**src/rtl/fp_pkg.sv**
```systemverilog
`default_nettype none
// ============================================================================
// Module   : fp_pkg
// Brief    : Shared types and helpers for the FP normalize/round datapath.
// Revision : 1.0 - initial release
// ============================================================================
package fp_pkg;

    typedef struct packed {
        logic ovf;
        logic unf;
        logic inx;
        logic zero;
    } fp_flags_t;

    // Bit positions of the low end of a normalized significand
    localparam int c_S_IDX   = 0;
    localparam int c_R_IDX   = 1;
    localparam int c_G_IDX   = 2;
    localparam int c_LSB_IDX = 3;

    function automatic int exp_max(input int ew);
        return (1 << ew) - 1;
    endfunction

    function automatic int exp_bias(input int ew);
        return (1 << (ew - 1)) - 1;
    endfunction

endpackage
`default_nettype wire

```
**src/rtl/fp_normalize_round_if.sv**
```systemverilog
`default_nettype none
// ============================================================================
// Module   : fp_normalize_round_if
// Brief    : Valid/ready input and result buses of the normalize/round stage.
// Revision : 1.0 - initial release
// ============================================================================
interface fp_normalize_round_if #(
    parameter int EXP_WIDTH  = 8,
    parameter int MANT_WIDTH = 23
);
    localparam int SIG_WIDTH = MANT_WIDTH + 5;

    logic                              in_valid;
    logic                              in_ready;
    logic                              in_sign;
    logic signed [EXP_WIDTH+1:0]       in_exp;
    logic        [SIG_WIDTH-1:0]       in_sig;
    logic                              out_valid;
    logic                              out_ready;
    logic        [EXP_WIDTH+MANT_WIDTH:0] out_result;
    logic        [3:0]                 out_flags;

    modport master (
        output in_valid, in_sign, in_exp, in_sig, out_ready,
        input  in_ready, out_valid, out_result, out_flags
    );

    modport slave (
        input  in_valid, in_sign, in_exp, in_sig, out_ready,
        output in_ready, out_valid, out_result, out_flags
    );
endinterface
`default_nettype wire

```
**src/rtl/fp_normalize_round_lod.sv**
```systemverilog
`default_nettype none
// ============================================================================
// Module   : leading_one_detector
// Brief    : Position of the most significant set bit, plus a non-zero flag.
// Revision : 1.0 - initial release
// ============================================================================
module leading_one_detector #(
    parameter int WIDTH = 28
) (
    input  wire  [WIDTH-1:0]         i_vec,
    output logic [$clog2(WIDTH)-1:0] o_pos,
    output logic                     has_leading_one
);
    localparam int POS_W = $clog2(WIDTH);

    always_comb begin
        o_pos           = '0;
        has_leading_one = 1'b0;
        for (int i = 0; i < WIDTH; i++) begin
            if (i_vec[i]) begin
                o_pos           = POS_W'(i);
                has_leading_one = 1'b1;
            end
        end
    end
endmodule
`default_nettype wire

```
**src/rtl/fp_normalize_round.sv**
```systemverilog
`default_nettype none
// ============================================================================
// Module   : fp_normalize_round
// Brief    : 2-stage normalize + round-to-nearest-even + pack, with flags.
//            FP_NORMALIZE_SUBNORMAL_EN: gradual underflow; otherwise flush to zero.
// Revision : 1.0 - initial release
// ============================================================================
module fp_normalize_round
    import fp_pkg::*;
#(
    parameter int EXP_WIDTH  = 8,
    parameter int MANT_WIDTH = 23,
    parameter int SIG_WIDTH  = MANT_WIDTH + 5
) (
    input wire clk,
    input wire rst,
    fp_normalize_round_if.slave bus
);
    localparam int NORM_W = SIG_WIDTH - 1;     // hidden .. sticky
    localparam int XW     = EXP_WIDTH + 3;     // extra headroom so exponent math never wraps
    localparam int POS_W  = $clog2(SIG_WIDTH);
    localparam int SUM_W  = MANT_WIDTH + 2;

    logic                    r_s1_valid;
    logic                    r_s1_sign;
    logic                    r_s1_zero;
    logic                    r_s1_flush;
    logic                    r_s1_tiny;
    logic [NORM_W-1:0]       r_s1_sig;
    logic signed [XW-1:0]    r_s1_exp;
    logic                    r_s2_valid;
    logic [EXP_WIDTH+MANT_WIDTH:0] r_result;
    fp_flags_t               r_flags;

    logic w_s1_ready, w_s2_ready;
    assign w_s2_ready   = !r_s2_valid || bus.out_ready;
    assign w_s1_ready   = !r_s1_valid || w_s2_ready;
    assign bus.in_ready = w_s1_ready;

    // ---------------- Stage 1: normalize ----------------
    logic [POS_W-1:0]     w_pos, w_lz;
    logic                 w_nonzero, w_tiny;
    logic signed [XW-1:0] w_exp_in, w_norm_exp, w_s1_exp;
    logic [NORM_W-1:0]    w_norm_l, w_norm_sig, w_s1_sig;
    logic                 w_s1_flush;

    leading_one_detector #(.WIDTH(SIG_WIDTH)) u_lod (
        .i_vec           (bus.in_sig),
        .o_pos           (w_pos),
        .has_leading_one (w_nonzero)
    );

    assign w_exp_in = {bus.in_exp[EXP_WIDTH+1], bus.in_exp};
    assign w_lz     = POS_W'(SIG_WIDTH - 2) - w_pos;
    assign w_norm_l = NORM_W'(bus.in_sig << w_lz);

    always_comb begin
        if (w_pos == POS_W'(SIG_WIDTH - 1)) begin
            w_norm_sig = {bus.in_sig[SIG_WIDTH-1:2], |bus.in_sig[1:0]};
            w_norm_exp = w_exp_in + XW'(1);
        end else begin
            w_norm_sig = w_norm_l;
            w_norm_exp = w_exp_in - XW'(w_lz);
        end
    end

    assign w_tiny = w_norm_exp[XW-1] || (w_norm_exp == '0);

`ifdef FP_NORMALIZE_SUBNORMAL_EN
    logic [XW-1:0]       w_rsh;
    logic [2*NORM_W-1:0] w_den;

    always_comb begin
        w_rsh = XW'(1) - w_norm_exp;
        if (w_rsh > XW'(MANT_WIDTH + 3)) begin
            w_rsh = XW'(MANT_WIDTH + 3);
        end
        w_den      = {w_norm_sig, {NORM_W{1'b0}}} >> w_rsh;
        w_s1_flush = 1'b0;
        if (w_tiny) begin
            w_s1_sig = {w_den[2*NORM_W-1:NORM_W+1], w_den[NORM_W] | (|w_den[NORM_W-1:0])};
            w_s1_exp = '0;
        end else begin
            w_s1_sig = w_norm_sig;
            w_s1_exp = w_norm_exp;
        end
    end
`else
    always_comb begin
        w_s1_sig   = w_norm_sig;
        w_s1_exp   = w_norm_exp;
        w_s1_flush = w_tiny;
    end
`endif

    always_ff @(posedge clk) begin
        if (rst) begin
            r_s1_valid <= 1'b0;
        end else if (w_s1_ready) begin
            r_s1_valid <= bus.in_valid;
            if (bus.in_valid) begin
                r_s1_sign  <= bus.in_sign;
                r_s1_zero  <= !w_nonzero;
                r_s1_flush <= w_s1_flush;
                r_s1_tiny  <= w_tiny;
                r_s1_sig   <= w_s1_sig;
                r_s1_exp   <= w_s1_exp;
            end
        end
    end

    // ---------------- Stage 2: round and pack ----------------
    logic                          w_inc, w_inx;
    logic [SUM_W-1:0]              w_sum;
    logic signed [XW-1:0]          w_exp_r;
    logic [EXP_WIDTH+MANT_WIDTH:0] w_result;
    fp_flags_t                     w_flags;

    assign w_inc = r_s1_sig[c_G_IDX] & (r_s1_sig[c_R_IDX] | r_s1_sig[c_S_IDX] | r_s1_sig[c_LSB_IDX]);
    assign w_inx = r_s1_sig[c_G_IDX] | r_s1_sig[c_R_IDX] | r_s1_sig[c_S_IDX];
    assign w_sum = {1'b0, r_s1_sig[NORM_W-1:c_LSB_IDX]} + SUM_W'(w_inc);
    // Integer part of the rounded significand replaces the hidden bit: covers
    // fraction wrap (exp+1) and subnormal promotion (exp 0 -> 1) alike.
    assign w_exp_r = r_s1_exp - XW'(r_s1_sig[NORM_W-1]) + XW'(w_sum[SUM_W-1:MANT_WIDTH]);

    always_comb begin
        w_flags  = '0;
        w_result = {r_s1_sign, {(EXP_WIDTH + MANT_WIDTH){1'b0}}};
        if (r_s1_zero) begin
            w_flags.zero = 1'b1;
        end else if (r_s1_flush) begin
            w_flags.unf  = 1'b1;
            w_flags.inx  = 1'b1;
            w_flags.zero = 1'b1;
        end else if (!w_exp_r[XW-1] && (w_exp_r >= XW'(exp_max(EXP_WIDTH)))) begin
            w_result    = {r_s1_sign, {EXP_WIDTH{1'b1}}, {MANT_WIDTH{1'b0}}};
            w_flags.ovf = 1'b1;
            w_flags.inx = 1'b1;
        end else begin
            w_result     = {r_s1_sign, w_exp_r[EXP_WIDTH-1:0], w_sum[MANT_WIDTH-1:0]};
            w_flags.inx  = w_inx;
            w_flags.unf  = r_s1_tiny & w_inx;
            w_flags.zero = (w_exp_r == '0) && (w_sum[MANT_WIDTH-1:0] == '0);
        end
    end

    always_ff @(posedge clk) begin
        if (rst) begin
            r_s2_valid <= 1'b0;
            r_result   <= '0;
            r_flags    <= '0;
        end else if (w_s2_ready) begin
            r_s2_valid <= r_s1_valid;
            if (r_s1_valid) begin
                r_result <= w_result;
                r_flags  <= w_flags;
            end
        end
    end

    assign bus.out_valid  = r_s2_valid;
    assign bus.out_result = r_result;
    assign bus.out_flags  = r_flags;
endmodule
`default_nettype wire

```
**src/flat_wrapper.sv**
```systemverilog
// flat-port wrapper written by rule: the top's interface ports become plain ports
module fp_normalize_round_flat import fp_pkg::*;
#(
    parameter int EXP_WIDTH  = 8,
    parameter int MANT_WIDTH = 23,
    parameter int SIG_WIDTH  = MANT_WIDTH + 5
)
  (clk, rst, bus_in_valid, bus_in_sign, bus_in_exp, bus_in_sig, bus_out_ready, bus_in_ready, bus_out_valid, bus_out_result, bus_out_flags);
  fp_normalize_round_if #(.EXP_WIDTH(EXP_WIDTH), .MANT_WIDTH(MANT_WIDTH)) bus_i ();
  input wire clk;
  input wire rst;
  input wire logic [$bits(bus_i.in_valid)-1:0] bus_in_valid;
  input wire logic [$bits(bus_i.in_sign)-1:0] bus_in_sign;
  input wire logic [$bits(bus_i.in_exp)-1:0] bus_in_exp;
  input wire logic [$bits(bus_i.in_sig)-1:0] bus_in_sig;
  input wire logic [$bits(bus_i.out_ready)-1:0] bus_out_ready;
  output wire logic [$bits(bus_i.in_ready)-1:0] bus_in_ready;
  output wire logic [$bits(bus_i.out_valid)-1:0] bus_out_valid;
  output wire logic [$bits(bus_i.out_result)-1:0] bus_out_result;
  output wire logic [$bits(bus_i.out_flags)-1:0] bus_out_flags;
  assign bus_i.in_valid = bus_in_valid;
  assign bus_i.in_sign = bus_in_sign;
  assign bus_i.in_exp = bus_in_exp;
  assign bus_i.in_sig = bus_in_sig;
  assign bus_i.out_ready = bus_out_ready;
  assign bus_in_ready = bus_i.in_ready;
  assign bus_out_valid = bus_i.out_valid;
  assign bus_out_result = bus_i.out_result;
  assign bus_out_flags = bus_i.out_flags;
  fp_normalize_round #(.EXP_WIDTH(EXP_WIDTH), .MANT_WIDTH(MANT_WIDTH), .SIG_WIDTH(SIG_WIDTH)) u_core (.clk(clk), .rst(rst), .bus(bus_i));
endmodule
```
**config.mk**
```make
export PLATFORM = sky130hd
export DESIGN_NAME = fp_normalize_round_flat
export DESIGN_NICKNAME = d
export VERILOG_FILES = /design/src/rtl/fp_pkg.sv /design/src/rtl/fp_normalize_round_if.sv /design/src/rtl/fp_normalize_round_lod.sv /design/src/rtl/fp_normalize_round.sv /design/src/flat_wrapper.sv
export SDC_FILE = /design/constraint.sdc
export NUM_CORES = 1
export LEC_CHECK = 0
export ABC_CLOCK_PERIOD_IN_PS = 15540
export CAP_MARGIN = 5
export CORE_ASPECT_RATIO = 1.5
export CORE_MARGIN = 2
export CORE_UTILIZATION = 62
export CTS_BUF_LIST = sky130_fd_sc_hd__clkbuf_8
export CTS_CLUSTER_DIAMETER = 40
export DETAILED_ROUTE_END_ITERATION = 12
export HOLD_SLACK_MARGIN = 0.02
export PLACE_DENSITY = 0.95
export SKIP_CTS_REPAIR_TIMING = 1
export SYNTH_ARGS = -nofsm -noshare
export SYNTH_HDL_FRONTEND = slang
export SYNTH_HIERARCHICAL = 1
export SYNTH_SLANG_ARGS = --single-unit
```
**constraint.sdc**
```tcl
create_clock -name clk -period 15.54 [get_ports clk]
set_input_delay 1.554 -clock clk [delete_from_list [all_inputs] [get_ports clk]]
set_output_delay 1.554 -clock clk [all_outputs]
set_load 0.005 [all_outputs]
```
==> results_dict.tcl <==
set metrics [dict create \
    synth_top_area_frac 0.1988 \
    slowest_stage "a2111oi_0" \
    p_seq_frac 0.370 \
    numCtsBuffers 9 \
    final.setup.tns_ps 0 \
    clk_path_buf_depth 2 \
    intPower_w 0.0004297 \
    area_growth_pct 18.00 \
    htreeDepth 3 \
    viasPerCell 6.835 \
    ir_worst_vdd_uv 99.31 \
    outcome "finished clean" \
    drt-initial-drc-count 472 \
    synthCells 745 \
    r2r_end "u_core/bus.out_result[2]" \
    finalCritPeriodShare 0.4998 \
    worst_pin_slew_ps 1139 \
    worstPathCellList "clkdlybuf4s50_1 > nor2_1 > o31ai_1 > a2111oi_0 > o21ai_0 > ha_1 > o21ai_0 > xor2_1 > clkinv_1 > ha_1 > and2_1 > ha_1 > o21a_1 > a21o_1 > a21oi_1 > xnor2_1 > or4_1 > o41ai_1" \
    final_hold_viol_count 0 \
    antenna_found_initial 0 \
    yosysMostFrequentCell "nand2_1" \
    async_flop_share 0 \
    via_count 6384 \
    start_util 0.6391 \
    hpwl_um 15120 \
    clkSinkCount 79 \
    fp.coreArea_um2 9689 \
    track_usage 0.3591 \
    grt_max_degree 42 \
    synth-seq-area-share 0.3217 \
    rrSetupSlack_ps 9590 \
    remaining_drc_errors 0 \
    syn-num-nets 817 \
    drt.antenna.violating_nets 0 \
    wl_met1_um 6509 \
    grt_pass1_wl_um 30510 \
    path_class "in -> reg" \
    overflow 0 \
    syn_area_per_cell_um2 8.312 \
    arrival_ps 7920 \
    post_drt_wl_per_cell_um 20.88 \
    ys_warn_count 6 \
    startpoint_type "input pin" \
    period_needed_ps 7766 \
    cp.depth 18 \
    rsz0062_at_grt "false" \
    setup_violations 0 \
    switching_power_w 0.0002446 \
    fp.dieH_um 126.4 \
    switching_share 0.3628 \
    clk-insertion-delay-late_ps 370 \
    port_buffers 80 \
    cts_tree "built" \
    relSlewSlack 0.2212 \
    root_buffer "clkbuf_8" \
    cpPeakStageDelay_ps 980 \
    hold_path_class "reg -> reg" \
    ff2ff_path_depth 17 \
    die_area_um2 10820 \
    crit_required_ps 15700 \
    slew_viol_final 0 \
    post-synth-top-area-cell "edfxtp_1" \
    cpLargestDelayFamily "compound AO/OA/AOI/OAI gates" \
    power_frac_clock 0.241 \
    comb_power_share 0.389 \
    crit_buf_inv 2 \
    layout.nets 886 \
    gp_congestion 1.067 \
    grt_pass1_vias 6314 \
    clkTransAtPathRegs_ps 80 \
    ys.flop_type "edfxtp_1" \
    first_pass_iters 6 \
    ys_seq_elements 79 \
    n_antenna_cell 0 \
    end_kind "flop" \
    ios 81 \
    die_width_um 85.60 \
    post-place-ws_ps 7720 \
    ys_top_cells_by_area "edfxtp_1 20%, dfxtp_1 12%, nand2_1 6.2%" \
    netlist_top_cells_count "102 x nand2_1, 65 x o21ai_0, 55 x nor2_1, 44 x a21oi_1, 41 x edfxtp_1" \
    r2r_start "u_core/r_s1_sig[2]" \
    whs_path_depth 2 \
    synth-edff-count 41 \
    cpMostUsedCell "ha_1" \
    wl_met3_um 1156 \
    max_cap_viol_count 0 \
    syn_area_um2 6192 \
    layout-drive-gt1-share 0.06960 \
    pwr_density_cell_nw_per_um2 92.28 \
    fmax_mhz 128.8 \
    synth.distinct_cells 68 \
    power_leakage_nw 2.813 \
    dr.max_layer_used "met4" \
    rows 44 \
    layout_setup_ws_ps 7774 \
    min_from "u_core/bus.out_result[8]" \
    wl_met2_um 10120 \
    wl_um 19500 \
    worstHoldEndpoint "u_core/bus.out_result[8]" \
    worstPathMaxFanout 17 \
    finalClockSkew_ps 12.84 \
]
## power by group through the flow
| stage | registers (W) | logic [W] | clock network (W) |
|---|---|---|---|
| after floorplan | 0.000252 | 0.000165 | 0 |
| after global placement | 0.000253 | 0.000240 | 0 |
| after detailed placement | 0.000254 | 0.000249 | 0 |
| after CTS | 0.000249 | 0.000252 | 0.000164 |
| after global routing | 0.000251 | 0.000278 | 0.000174 |
| final | 0.000250 | 0.000262 | 0.000163 |
## cell families after synthesis
group,count (synthesis),synth area share
adders and majority gates,29,0.06102
AOI/OAI and AO/OA,206,0.2126
buffers and inverters,68,0.04142
and+or+nand+nor,280,0.2233
DFF,79,0.3217
xor gates and xnor gates,40,0.05658
muxes,43,0.08345
## flip-flops by register name, summed over array words and instances, names as in the netlist
signal and count:
u_core/r_s1_valid 1, u_core/r_s1_sig 27, u_core/bus.out_valid 1, u_core/r_s1_sign 1, u_core/bus.out_flags 4, u_core/r_s1_exp 11
u_core/r_s1_tiny 1, u_core/r_s1_zero 1, u_core/bus.out_result 32
## per-layer routing
metal | up-vias | track usage
li1 | 2901 | -
met5 | - | 0
met2 | 395 | 0.6636
met4 | 0 | 0.2866
met1 | 2959 | 0.3445
met3 | 129 | 0.05010
## worst max path at each step
stage | from | to | slack (ps)
after floorplan | bus_in_sig[20] | u_core/r_s1_tiny | 8910
after global placement | bus_in_sig[8] | u_core/r_s1_tiny | 8040
after detailed placement | bus_in_sig[7] | u_core/r_s1_tiny | 7720
after CTS | bus_in_sig[6] | u_core/r_s1_tiny | 8050
after global routing | bus_in_sig[7] | u_core/r_s1_tiny | 7600
final | bus_in_sig[6] | u_core/r_s1_tiny | 7770
## cell usage in the layout (no fill, tap or decap), types with 6 or more instances in the layout
cell type	count
or3_1	7
o211ai_1	16
mux2i_1	28
nor2_1	55
o21ai_0	65
nand4_1	9
dfxtp_1	38
clkbuf_8	9
a22o_1	9
nor4_1	10
nand2_1	102
clkdlybuf4s50_1	80
mux4_2	6
nor2b_1	10
a211oi_1	12
o31ai_1	8
nand3_1	17
inv_1	34
a21oi_1	44
a31oi_1	11
buf_4	11
ha_1	27
xor2_1	19
xnor2_1	21
edfxtp_1	41
and3_1	9
mux2_2	9
nor3_1	19
a21o_1	7
## tightest hold or removal path, cell delays in order, from the launching register on
cell and delay, ps:
dfxtp_1 330, nand2_1 50, o21ai_0 50
## cell type report
cell class | count | area, um^2
multi-input combinational | 598 | 3944
fill | 683 | 2382
sequential | 79 | 1992
timing repair buffer | 91 | 883.3
tap | 115 | 143.9
inverter | 35 | 131.4
clock buffer | 9 | 123.9
clock inverter | 7 | 88.84
## metrics by stage
step	utilization	hold WS [ps]	power, W	instances	area (um^2)
after global placement	0.7322	434.6	0.0004926	918	7094
after CTS	0.7541	462.3	0.0006651	934	7307
after global routing	0.7541	486.1	0.0007026	934	7307
final	0.7541	457.7	0.0006743	934	7307
after detailed placement	0.7322	448.5	0.0005029	918	7094
after floorplan	-	444.2	0.0004169	745	6192
(Power assumes the default switching activity.)
